==> config.mk <==
export PLATFORM = sky130hd
export DESIGN_NAME = cache_axi_line_master_flat
export DESIGN_NICKNAME = d
export VERILOG_FILES = /design/src/rtl/cache_axi_line_master_if.sv /design/src/rtl/cache_axi_line_master.sv /design/src/flat_wrapper.sv
export SDC_FILE = /design/constraint.sdc
export NUM_CORES = 1
export LEC_CHECK = 0
export CAP_MARGIN = 20
export CORE_AREA = 2 2 172 174
export DETAILED_ROUTE_END_ITERATION = 6
export DIE_AREA = 0 0 174 176
export PLACE_DENSITY = 0.82
export SLEW_MARGIN = 20
export SYNTH_ARGS = -nofsm -noshare
export SYNTH_HDL_FRONTEND = slang
export SYNTH_SLANG_ARGS = --single-unit
==> constraint.sdc <==
create_clock -name clk -period 2.35 [get_ports clk]
set_clock_uncertainty 0.1 [all_clocks]
set_input_delay 0.47 -clock clk [delete_from_list [all_inputs] [get_ports clk]]
set_output_delay 0.47 -clock clk [all_outputs]
set_load 0.005 [all_outputs]
==> src/rtl/cache_axi_line_master_if.sv <==
// AXI4-Lite channel bundle used by the cache line master.
//   master modport : drives AW/W/AR payload+valid, B/R ready
//   slave  modport : drives AW/W/AR ready, B/R response+valid
interface cache_axi_line_master_if #(
  parameter int ADDR_WIDTH = 32,
  parameter int DATA_WIDTH = 32
);
  logic [ADDR_WIDTH-1:0]   awaddr;
  logic [2:0]              awprot;
  logic                    awvalid;
  logic                    awready;
  logic [DATA_WIDTH-1:0]   wdata;
  logic [DATA_WIDTH/8-1:0] wstrb;
  logic                    wvalid;
  logic                    wready;
  logic [1:0]              bresp;
  logic                    bvalid;
  logic                    bready;
  logic [ADDR_WIDTH-1:0]   araddr;
  logic [2:0]              arprot;
  logic                    arvalid;
  logic                    arready;
  logic [DATA_WIDTH-1:0]   rdata;
  logic [1:0]              rresp;
  logic                    rvalid;
  logic                    rready;

  modport master (
    output awaddr, awprot, awvalid, wdata, wstrb, wvalid, bready,
           araddr, arprot, arvalid, rready,
    input  awready, wready, bresp, bvalid, arready, rdata, rresp, rvalid
  );

  modport slave (
    input  awaddr, awprot, awvalid, wdata, wstrb, wvalid, bready,
           araddr, arprot, arvalid, rready,
    output awready, wready, bresp, bvalid, arready, rdata, rresp, rvalid
  );
endinterface

==> src/rtl/cache_axi_line_master.sv <==
// AXI4-Lite master port of the direct-mapped cache.
// Converts a line write-back (evict_to_ram) into BLOCK_WIDTH single-beat
// writes and a line fetch (refill_req) into BLOCK_WIDTH single-beat reads,
// ascending from the line base address.
//   clk, rst_n     : clock, asynchronous active-low reset
//   evict_to_ram   : request level, write back evict_line (wins over refill)
//   refill_req     : request level, fetch line at line_addr
//   line_addr      : line base byte address (offset bits ignored)
//   evict_line     : dirty line, word k at [k*DATA_WIDTH +: DATA_WIDTH]
//   evicted        : one-cycle pulse, write-back complete
//   refilled       : one-cycle pulse, refill_line valid
//   refill_line    : fetched line, same packing as evict_line
//   mem_err        : with a pulse, some beat returned a non-OKAY response
//   busy           : high whenever not idle
//   m_axi          : AXI4-Lite master channels
module cache_axi_line_master #(
  parameter int ADDR_WIDTH  = 32,
  parameter int DATA_WIDTH  = 32,
  parameter int BLOCK_WIDTH = 4
) (
  input  logic                              clk,
  input  logic                              rst_n,
  input  logic                              evict_to_ram,
  input  logic                              refill_req,
  input  logic [ADDR_WIDTH-1:0]             line_addr,
  input  logic [BLOCK_WIDTH*DATA_WIDTH-1:0] evict_line,
  output logic                              evicted,
  output logic                              refilled,
  output logic [BLOCK_WIDTH*DATA_WIDTH-1:0] refill_line,
  output logic                              mem_err,
  output logic                              busy,
  cache_axi_line_master_if.master           m_axi
);

  localparam int LINE_W   = BLOCK_WIDTH * DATA_WIDTH;
  localparam int BYTES    = DATA_WIDTH / 8;
  localparam int OFF_BITS = $clog2(BLOCK_WIDTH * BYTES);
  localparam int BEAT_W   = (BLOCK_WIDTH > 1) ? $clog2(BLOCK_WIDTH) : 1;
  localparam logic [ADDR_WIDTH-1:0] OFF_MASK =
    ADDR_WIDTH'((64'd1 << OFF_BITS) - 64'd1);
  localparam logic [BEAT_W-1:0] LAST_BEAT = BEAT_W'(BLOCK_WIDTH - 1);

  typedef enum logic [2:0] {
    IDLE, WR_REQ, WR_RESP, RD_REQ, RD_RESP, DONE
  } state_t;

  state_t              state_q, state_d;
  logic [BEAT_W-1:0]   beat_q, beat_d;
  logic [ADDR_WIDTH-1:0] base_q, base_d;
  logic [LINE_W-1:0]   line_q, line_d;
  logic [LINE_W-1:0]   refill_q, refill_d;
  logic                err_q, err_d;
  logic                op_evict_q, op_evict_d;
  logic                aw_done_q, aw_done_d;
  logic                w_done_q, w_done_d;

  logic [ADDR_WIDTH-1:0] beat_addr;
  logic [DATA_WIDTH-1:0] wdata_sel;

  assign beat_addr = base_q + ADDR_WIDTH'(beat_q) * ADDR_WIDTH'(BYTES);

  always_comb begin
    wdata_sel = '0;
    for (int unsigned k = 0; k < BLOCK_WIDTH; k++) begin
      if (beat_q == BEAT_W'(k)) wdata_sel = line_q[k*DATA_WIDTH +: DATA_WIDTH];
    end
  end

  // All outputs decode registered state only, so no valid depends on ready.
  assign m_axi.awaddr  = beat_addr;
  assign m_axi.awprot  = '0;
  assign m_axi.awvalid = (state_q == WR_REQ) && !aw_done_q;
  assign m_axi.wdata   = wdata_sel;
  assign m_axi.wstrb   = '1;
  assign m_axi.wvalid  = (state_q == WR_REQ) && !w_done_q;
  assign m_axi.bready  = (state_q == WR_RESP);
  assign m_axi.araddr  = beat_addr;
  assign m_axi.arprot  = '0;
  assign m_axi.arvalid = (state_q == RD_REQ);
  assign m_axi.rready  = (state_q == RD_RESP);

  assign evicted     = (state_q == DONE) && op_evict_q;
  assign refilled    = (state_q == DONE) && !op_evict_q;
  assign mem_err     = (state_q == DONE) && err_q;
  assign busy        = (state_q != IDLE);
  assign refill_line = refill_q;

  always_comb begin
    state_d    = state_q;
    beat_d     = beat_q;
    base_d     = base_q;
    line_d     = line_q;
    refill_d   = refill_q;
    err_d      = err_q;
    op_evict_d = op_evict_q;
    aw_done_d  = aw_done_q;
    w_done_d   = w_done_q;

    unique case (state_q)
      IDLE: begin
        if (evict_to_ram) begin
          base_d     = line_addr & ~OFF_MASK;
          line_d     = evict_line;
          beat_d     = '0;
          err_d      = 1'b0;
          op_evict_d = 1'b1;
          aw_done_d  = 1'b0;
          w_done_d   = 1'b0;
          state_d    = WR_REQ;
        end else if (refill_req) begin
          base_d     = line_addr & ~OFF_MASK;
          beat_d     = '0;
          err_d      = 1'b0;
          op_evict_d = 1'b0;
          state_d    = RD_REQ;
        end
      end
      WR_REQ: begin
        // AW and W complete independently; leave once both have.
        if (m_axi.awvalid && m_axi.awready) aw_done_d = 1'b1;
        if (m_axi.wvalid && m_axi.wready)   w_done_d  = 1'b1;
        if (aw_done_d && w_done_d)          state_d   = WR_RESP;
      end
      WR_RESP: begin
        if (m_axi.bvalid) begin
          if (m_axi.bresp != 2'b00) err_d = 1'b1;
          if (beat_q == LAST_BEAT) begin
            state_d = DONE;
          end else begin
            beat_d    = beat_q + BEAT_W'(1);
            aw_done_d = 1'b0;
            w_done_d  = 1'b0;
            state_d   = WR_REQ;
          end
        end
      end
      RD_REQ: begin
        if (m_axi.arready) state_d = RD_RESP;
      end
      RD_RESP: begin
        if (m_axi.rvalid) begin
          for (int unsigned k = 0; k < BLOCK_WIDTH; k++) begin
            if (beat_q == BEAT_W'(k)) refill_d[k*DATA_WIDTH +: DATA_WIDTH] = m_axi.rdata;
          end
          if (m_axi.rresp != 2'b00) err_d = 1'b1;
          if (beat_q == LAST_BEAT) begin
            state_d = DONE;
          end else begin
            beat_d  = beat_q + BEAT_W'(1);
            state_d = RD_REQ;
          end
        end
      end
      DONE:    state_d = IDLE;
      default: state_d = IDLE;
    endcase
  end

  always_ff @(posedge clk or negedge rst_n) begin
    if (!rst_n) begin
      state_q    <= IDLE;
      beat_q     <= '0;
      base_q     <= '0;
      line_q     <= '0;
      refill_q   <= '0;
      err_q      <= 1'b0;
      op_evict_q <= 1'b0;
      aw_done_q  <= 1'b0;
      w_done_q   <= 1'b0;
    end else begin
      state_q    <= state_d;
      beat_q     <= beat_d;
      base_q     <= base_d;
      line_q     <= line_d;
      refill_q   <= refill_d;
      err_q      <= err_d;
      op_evict_q <= op_evict_d;
      aw_done_q  <= aw_done_d;
      w_done_q   <= w_done_d;
    end
  end

endmodule

==> src/flat_wrapper.sv <==
// flat-port wrapper written by rule: the top's interface ports become plain ports
module cache_axi_line_master_flat 
#(
  parameter int ADDR_WIDTH  = 32,
  parameter int DATA_WIDTH  = 32,
  parameter int BLOCK_WIDTH = 4
)
  (clk, rst_n, evict_to_ram, refill_req, line_addr, evict_line, evicted, refilled, refill_line, mem_err, busy, m_axi_awaddr, m_axi_awprot, m_axi_awvalid, m_axi_wdata, m_axi_wstrb, m_axi_wvalid, m_axi_bready, m_axi_araddr, m_axi_arprot, m_axi_arvalid, m_axi_rready, m_axi_awready, m_axi_wready, m_axi_bresp, m_axi_bvalid, m_axi_arready, m_axi_rdata, m_axi_rresp, m_axi_rvalid);
  cache_axi_line_master_if #(.ADDR_WIDTH(ADDR_WIDTH), .DATA_WIDTH(DATA_WIDTH)) m_axi_i ();
  input  logic clk;
  input  logic rst_n;
  input  logic evict_to_ram;
  input  logic refill_req;
  input  logic [ADDR_WIDTH-1:0] line_addr;
  input  logic [BLOCK_WIDTH*DATA_WIDTH-1:0] evict_line;
  output logic evicted;
  output logic refilled;
  output logic [BLOCK_WIDTH*DATA_WIDTH-1:0] refill_line;
  output logic mem_err;
  output logic busy;
  output wire logic [$bits(m_axi_i.awaddr)-1:0] m_axi_awaddr;
  output wire logic [$bits(m_axi_i.awprot)-1:0] m_axi_awprot;
  output wire logic [$bits(m_axi_i.awvalid)-1:0] m_axi_awvalid;
  output wire logic [$bits(m_axi_i.wdata)-1:0] m_axi_wdata;
  output wire logic [$bits(m_axi_i.wstrb)-1:0] m_axi_wstrb;
  output wire logic [$bits(m_axi_i.wvalid)-1:0] m_axi_wvalid;
  output wire logic [$bits(m_axi_i.bready)-1:0] m_axi_bready;
  output wire logic [$bits(m_axi_i.araddr)-1:0] m_axi_araddr;
  output wire logic [$bits(m_axi_i.arprot)-1:0] m_axi_arprot;
  output wire logic [$bits(m_axi_i.arvalid)-1:0] m_axi_arvalid;
  output wire logic [$bits(m_axi_i.rready)-1:0] m_axi_rready;
  input wire logic [$bits(m_axi_i.awready)-1:0] m_axi_awready;
  input wire logic [$bits(m_axi_i.wready)-1:0] m_axi_wready;
  input wire logic [$bits(m_axi_i.bresp)-1:0] m_axi_bresp;
  input wire logic [$bits(m_axi_i.bvalid)-1:0] m_axi_bvalid;
  input wire logic [$bits(m_axi_i.arready)-1:0] m_axi_arready;
  input wire logic [$bits(m_axi_i.rdata)-1:0] m_axi_rdata;
  input wire logic [$bits(m_axi_i.rresp)-1:0] m_axi_rresp;
  input wire logic [$bits(m_axi_i.rvalid)-1:0] m_axi_rvalid;
  assign m_axi_awaddr = m_axi_i.awaddr;
  assign m_axi_awprot = m_axi_i.awprot;
  assign m_axi_awvalid = m_axi_i.awvalid;
  assign m_axi_wdata = m_axi_i.wdata;
  assign m_axi_wstrb = m_axi_i.wstrb;
  assign m_axi_wvalid = m_axi_i.wvalid;
  assign m_axi_bready = m_axi_i.bready;
  assign m_axi_araddr = m_axi_i.araddr;
  assign m_axi_arprot = m_axi_i.arprot;
  assign m_axi_arvalid = m_axi_i.arvalid;
  assign m_axi_rready = m_axi_i.rready;
  assign m_axi_i.awready = m_axi_awready;
  assign m_axi_i.wready = m_axi_wready;
  assign m_axi_i.bresp = m_axi_bresp;
  assign m_axi_i.bvalid = m_axi_bvalid;
  assign m_axi_i.arready = m_axi_arready;
  assign m_axi_i.rdata = m_axi_rdata;
  assign m_axi_i.rresp = m_axi_rresp;
  assign m_axi_i.rvalid = m_axi_rvalid;
  cache_axi_line_master #(.ADDR_WIDTH(ADDR_WIDTH), .DATA_WIDTH(DATA_WIDTH), .BLOCK_WIDTH(BLOCK_WIDTH)) u_core (.clk(clk), .rst_n(rst_n), .evict_to_ram(evict_to_ram), .refill_req(refill_req), .line_addr(line_addr), .evict_line(evict_line), .evicted(evicted), .refilled(refilled), .refill_line(refill_line), .mem_err(mem_err), .busy(busy), .m_axi(m_axi_i));
endmodule
==> qor_table.md <==
| Stage | Result | This run |
| --- | --- | --- |
| outcome | Outcome | complete, but fails checks |
| outcome | Violated checks | negative setup slack |
| logic synthesis | Part of the Yosys area used for sequential elements | 55.8% |
| cts | Number of H-tree branching levels | 1 |
| place | Weighted congestion reported at the end of routability-driven placement | 0.872 |
| setup path | WS Path Type | reg -> out |
| sta | Max-slew violation count | 0 |
| setup path | Cell with the biggest individual delay on the critical path | sky130_fd_sc_hd__dfrtp_1 |
| finish | Non-filler cells, final | 1818 |
| sta | Max Clk Rate | 354 MHz |
| detailed routing | Number of routed nets with antenna violations | 0 |
| finish | Fill cell instance count of the final layout | 2046 |
| logic synthesis | Cell area after synthesis | 0.0131 mm2 |
| sta | Final setup violation count | 32 |
| cts | Clk slew on worst S/H paths | 0.06 ns |
| floorplanning | Die Y-Extent | 176 um |
| sta | Smallest hold slack | 0.351 ns |
| logic synthesis | Share of flip-flops with an asynchronous set or reset after synthesis | 100% |
| pwr | Net load switching power | 0.00770 W |
| floorplanning | Initial Utilization | 46.0% |
| global routing | First-pass GRT wire length | 57300 um |
| pwr | Internal portion of total power | 0.0170 W |
| logic synthesis | Top_reg_cell synth | sky130_fd_sc_hd__dfrtp_1 |
| setup path | Endpoint class of the critical path | output pin |
| cts | CTS root buffer | sky130_fd_sc_hd__clkbuf_16 |
| min path | Path class of the lowest-slack min-delay path | in -> async |
| pwr | Overall Power | 0.0247 W |
| cts | Total number of clock tree sinks | 293 |
| floorplanning | Std-Cell Rows | 62 |
| sta | Number of hold violations in the final report | 0 |
| sta | Final critical path time including I/O delays and setup | 2.82 ns |
| global routing | Total global routing track utilization | 24.0% |
| setup path | Critical path's largest stage delay | 0.38 ns |
| global routing | Sum of overflow across all layers after global routing | 0 |
| pwr | Power share of the clock group | 19.1% |
| pwr | Leakage power figure | 8.65 nW |
| global routing | Number of antenna violations at the first check in global routing | 4 |
| sta | Max-Slew Margin vs Limit | 44.6% |
| finish | Ratio of cells with drive above 1 in the final layout | 33.1% |
| place | Post-DP HPWL | 26600 um |
| logic synthesis | Warnings from Yosys | 0 |
| logic synthesis | Count of flip-flops with a built-in enable after synthesis | 0 |
| sta | Slew of the pin with the lowest slew margin | 0.829 ns |
| pwr | Switching share of power | 31.2% |
| detailed routing | Via density | 5.08 |
| cts | Maximum root-to-sink buffer count | 3 |
| place | Pre-CTS WS | -0.255 ns |
| setup path | Total number of cells along the worst setup path | 11 |
| cts | CTS tree | yes |
| logic synthesis | Synthesized flop and latch total | 293 |
| detailed routing | Drc violations | 0 |
| setup path | Endpoint required time on the critical path | 1.78 ns |
| floorplanning | Core area | 0.0285 mm2 |
| sta | Final sum of negative setup slack | -11.28 ns |
| setup path | Depth of the worst register-to-register path | 4 |
| setup path | Launching element type of the critical path | flop |
| pwr | Power per cell area | 1280 mW/mm2 |
| detailed routing | Via total after detailed routing | 9229 |
| detailed routing | TritonRoute pass-1 iters | 4 |
| cts | Num CTS Buffers | 30 |
| place | Total of buffers placed on input and output ports | 429 |
| floorplanning | Count of pins on the block boundary | 448 |
| floorplanning | Die area | 0.0306 mm2 |
| logic synthesis | Cell variety after synth | 40 |
| setup path | Buffering stage count on the worst path with inverters included | 6 |
| logic synthesis | Number of instances in the synthesized netlist | 952 |
| global routing | Maximum number of pins on one net before global-route repair | 67 |
| sta | Final clock period utilization by the worst path | 120% |
| setup path | Dominant delay contributor by cell family on the critical path | buffers and inverters |
| finish | Total area of multi-input combinational cells | 0.00523 mm2 |
| finish | Post-layout net count | 1618 |
| pwr | Logic pwr share | 46.6% |
| place | Placed cell count | 1740 |
| detailed routing | Total Wirelength | 37200 um |
| pwr | Maximum resistive drop on vdd | 0.789 mV |
| pwr | Share of total power in sequential cells | 34.4% |
| finish | Area growth from synthesis to layout | 46.5% |
| finish | Register cell area after layout | 0.00733 mm2 |
| detailed routing | WL per Instance | 20.5 um |
| setup path | Arrival time reported for the critical path endpoint | 2.25 ns |
| global routing | Via count of the first global-routing pass | 9961 |
| setup path | CP Max Fanout | 8 |
| sta | Unrepaired setup endpoints after global routing | true |
| sta | Minimum setup slack in the final design | -0.473 ns |
| floorplanning | Chip Width | 174 um |
| logic synthesis | Syn_area_per_cell | 13.8 um2 |
| detailed routing | First DRT Iteration DRCs | 287 |
| run | # Max-Cap Violations | 0 |
| cts | Clock insertion delay at the later pin of the skew report | 0.55 ns |
| setup path | Cells along the critical path | inv_2 > ha_4 > buf_8 > buf_8 > buf_6 > buf_6 > nand2_4 > a21oi_2 > a21oi_2 > o21ai_1 > buf_2 |
==> state kept, by name, indices dropped and copies added, names as in the netlist <==
signal,count
u_core.base_q,28
u_core.aw_done_q,1
u_core.refill_line,128
u_core.err_q,1
u_core.w_done_q,1
u_core.op_evict_q,1
u_core.line_q,128
u_core.beat_q,2
u_core.state_q,3
==> final timing paths <==
kind,from,endpoint,slack (ns)
worst min register to register,u_core.line_q[124],u_core.line_q[124],0.38
max in group asynchronous,rst_n,u_core.refill_line[54],1.04
worst max register to register,u_core.state_q[2],u_core.base_q[8],0.13
worst min-delay path,rst_n,u_core.line_q[117],0.35
min in group clk,u_core.line_q[124],u_core.line_q[124],0.38
worst max-delay path,u_core.beat_q[1],m_axi_wdata[7],-0.47
==> what timing repair did <==
item                                    4_1_cts  5_1_grt
pin swaps                                    52       20
gates resized for setup                     239       27
setup buffers                                16        1
endpoints found under the setup margin       41       43
hold buffers                                  1        0
hold endpoints to repair                     57        0
gates cloned                                  4        0
==> worst reg2reg max path, stage by stage, from the launching register on <==
cell and delay [ns]:
sky130_fd_sc_hd__dfrtp_1 0.39, sky130_fd_sc_hd__or3_4 0.39, sky130_fd_sc_hd__buf_4 0.16, sky130_fd_sc_hd__nor2_4 0.62, sky130_fd_sc_hd__mux2_2 0.44
==> metrics by stage <==
stage          utilization, %  instance area (um2)
6_report                 67.4                19200
5_1_grt                  67.4                19200
4_1_cts                  67.2                19200
3_5_place_dp             62.7                17900
3_3_place_gp             62.7                17900
2_1_floorplan               -                13200
==> power by group through the flow <==
stage	logic, W	registers (W)	clock network, W
after global placement	0.0106	0.00834	0
after detailed placement	0.0109	0.00844	0
after CTS	0.0114	0.00843	0.00482
after floorplan	0.00575	0.00819	0
final	0.0115	0.00848	0.00471
after global routing	0.0123	0.00871	0.00504
==> per-layer routing <==
layer	global-route usage (%)	up-vias	share of wire [%]
met2	42.3	378	50
met5	0	-	0.081
met1	27.7	4560	38
met4	9.91	4	4.4
met3	6.35	101	7.4
li1	-	4186	-
==> area by class of cell <==
type,count,share of cell area (%)
flip-flops and latches,293,38.1
inverters,7,0.137
diodes,2,0.0260
multi-input cells,560,27.1
repair buffers,517,27.0
clock inverters,6,0.358
well taps,384,2.50
clock buffers,49,4.74
==> cells in the mapped netlist, types with 4 or more instances <==
master	n	area [um2]
sky130_fd_sc_hd__buf_1	7	26.3
sky130_fd_sc_hd__nor2_1	14	52.6
sky130_fd_sc_hd__mux2_1	29	327
sky130_fd_sc_hd__mux2_4	100	1500
sky130_fd_sc_hd__clkbuf_1	26	97.6
sky130_fd_sc_hd__inv_1	7	26.3
sky130_fd_sc_hd__buf_6	7	78.8
sky130_fd_sc_hd__a21oi_1	68	340
sky130_fd_sc_hd__o21ai_0	44	220
sky130_fd_sc_hd__nand3b_1	32	240
sky130_fd_sc_hd__buf_2	8	40.0
sky130_fd_sc_hd__mux2_2	155	1750
sky130_fd_sc_hd__ha_1	4	50.1
sky130_fd_sc_hd__buf_4	45	338
sky130_fd_sc_hd__nand2_1	73	274
sky130_fd_sc_hd__dfrtp_1	293	7330
sky130_fd_sc_hd__buf_12	11	220
==> cell families (layout without fill, tap and decap cells) <==
family                   count (synthesis)  after routing  synth area share, %
buffers and inverters                  111            579                 6.30
AO/OA/AOI/OAI                          126            126                 5.10
multiplexers                           284            284                 27.2
adder cells (fa/ha/maj)                  4              4                0.381
AND/OR/NAND/NOR                        132            132                 5.13
other                                    2             16               0.0572
flip-flops                             293            293                 55.8
==> placed cells by master (no fill, tap or decap), drive strengths merged, types with 2 or more instances in the layout <==
master and instances:
a211oi 2, a21oi 68, a31oi 2, buf 121
clkbuf 52, clkdlybuf4s15 2, clkdlybuf4s50 385, clkinv 4
conb 14, dfrtp 293, diode 2, dlygate4sd2 3
dlymetal6s2s 2, ha 4, inv 7, mux2 284
nand2 73, nand3b 32, nor2 16, nor2b 3
nor3 2, o211ai 2, o21ai 44
No activity file was read; power rests on OpenSTA's default activity.
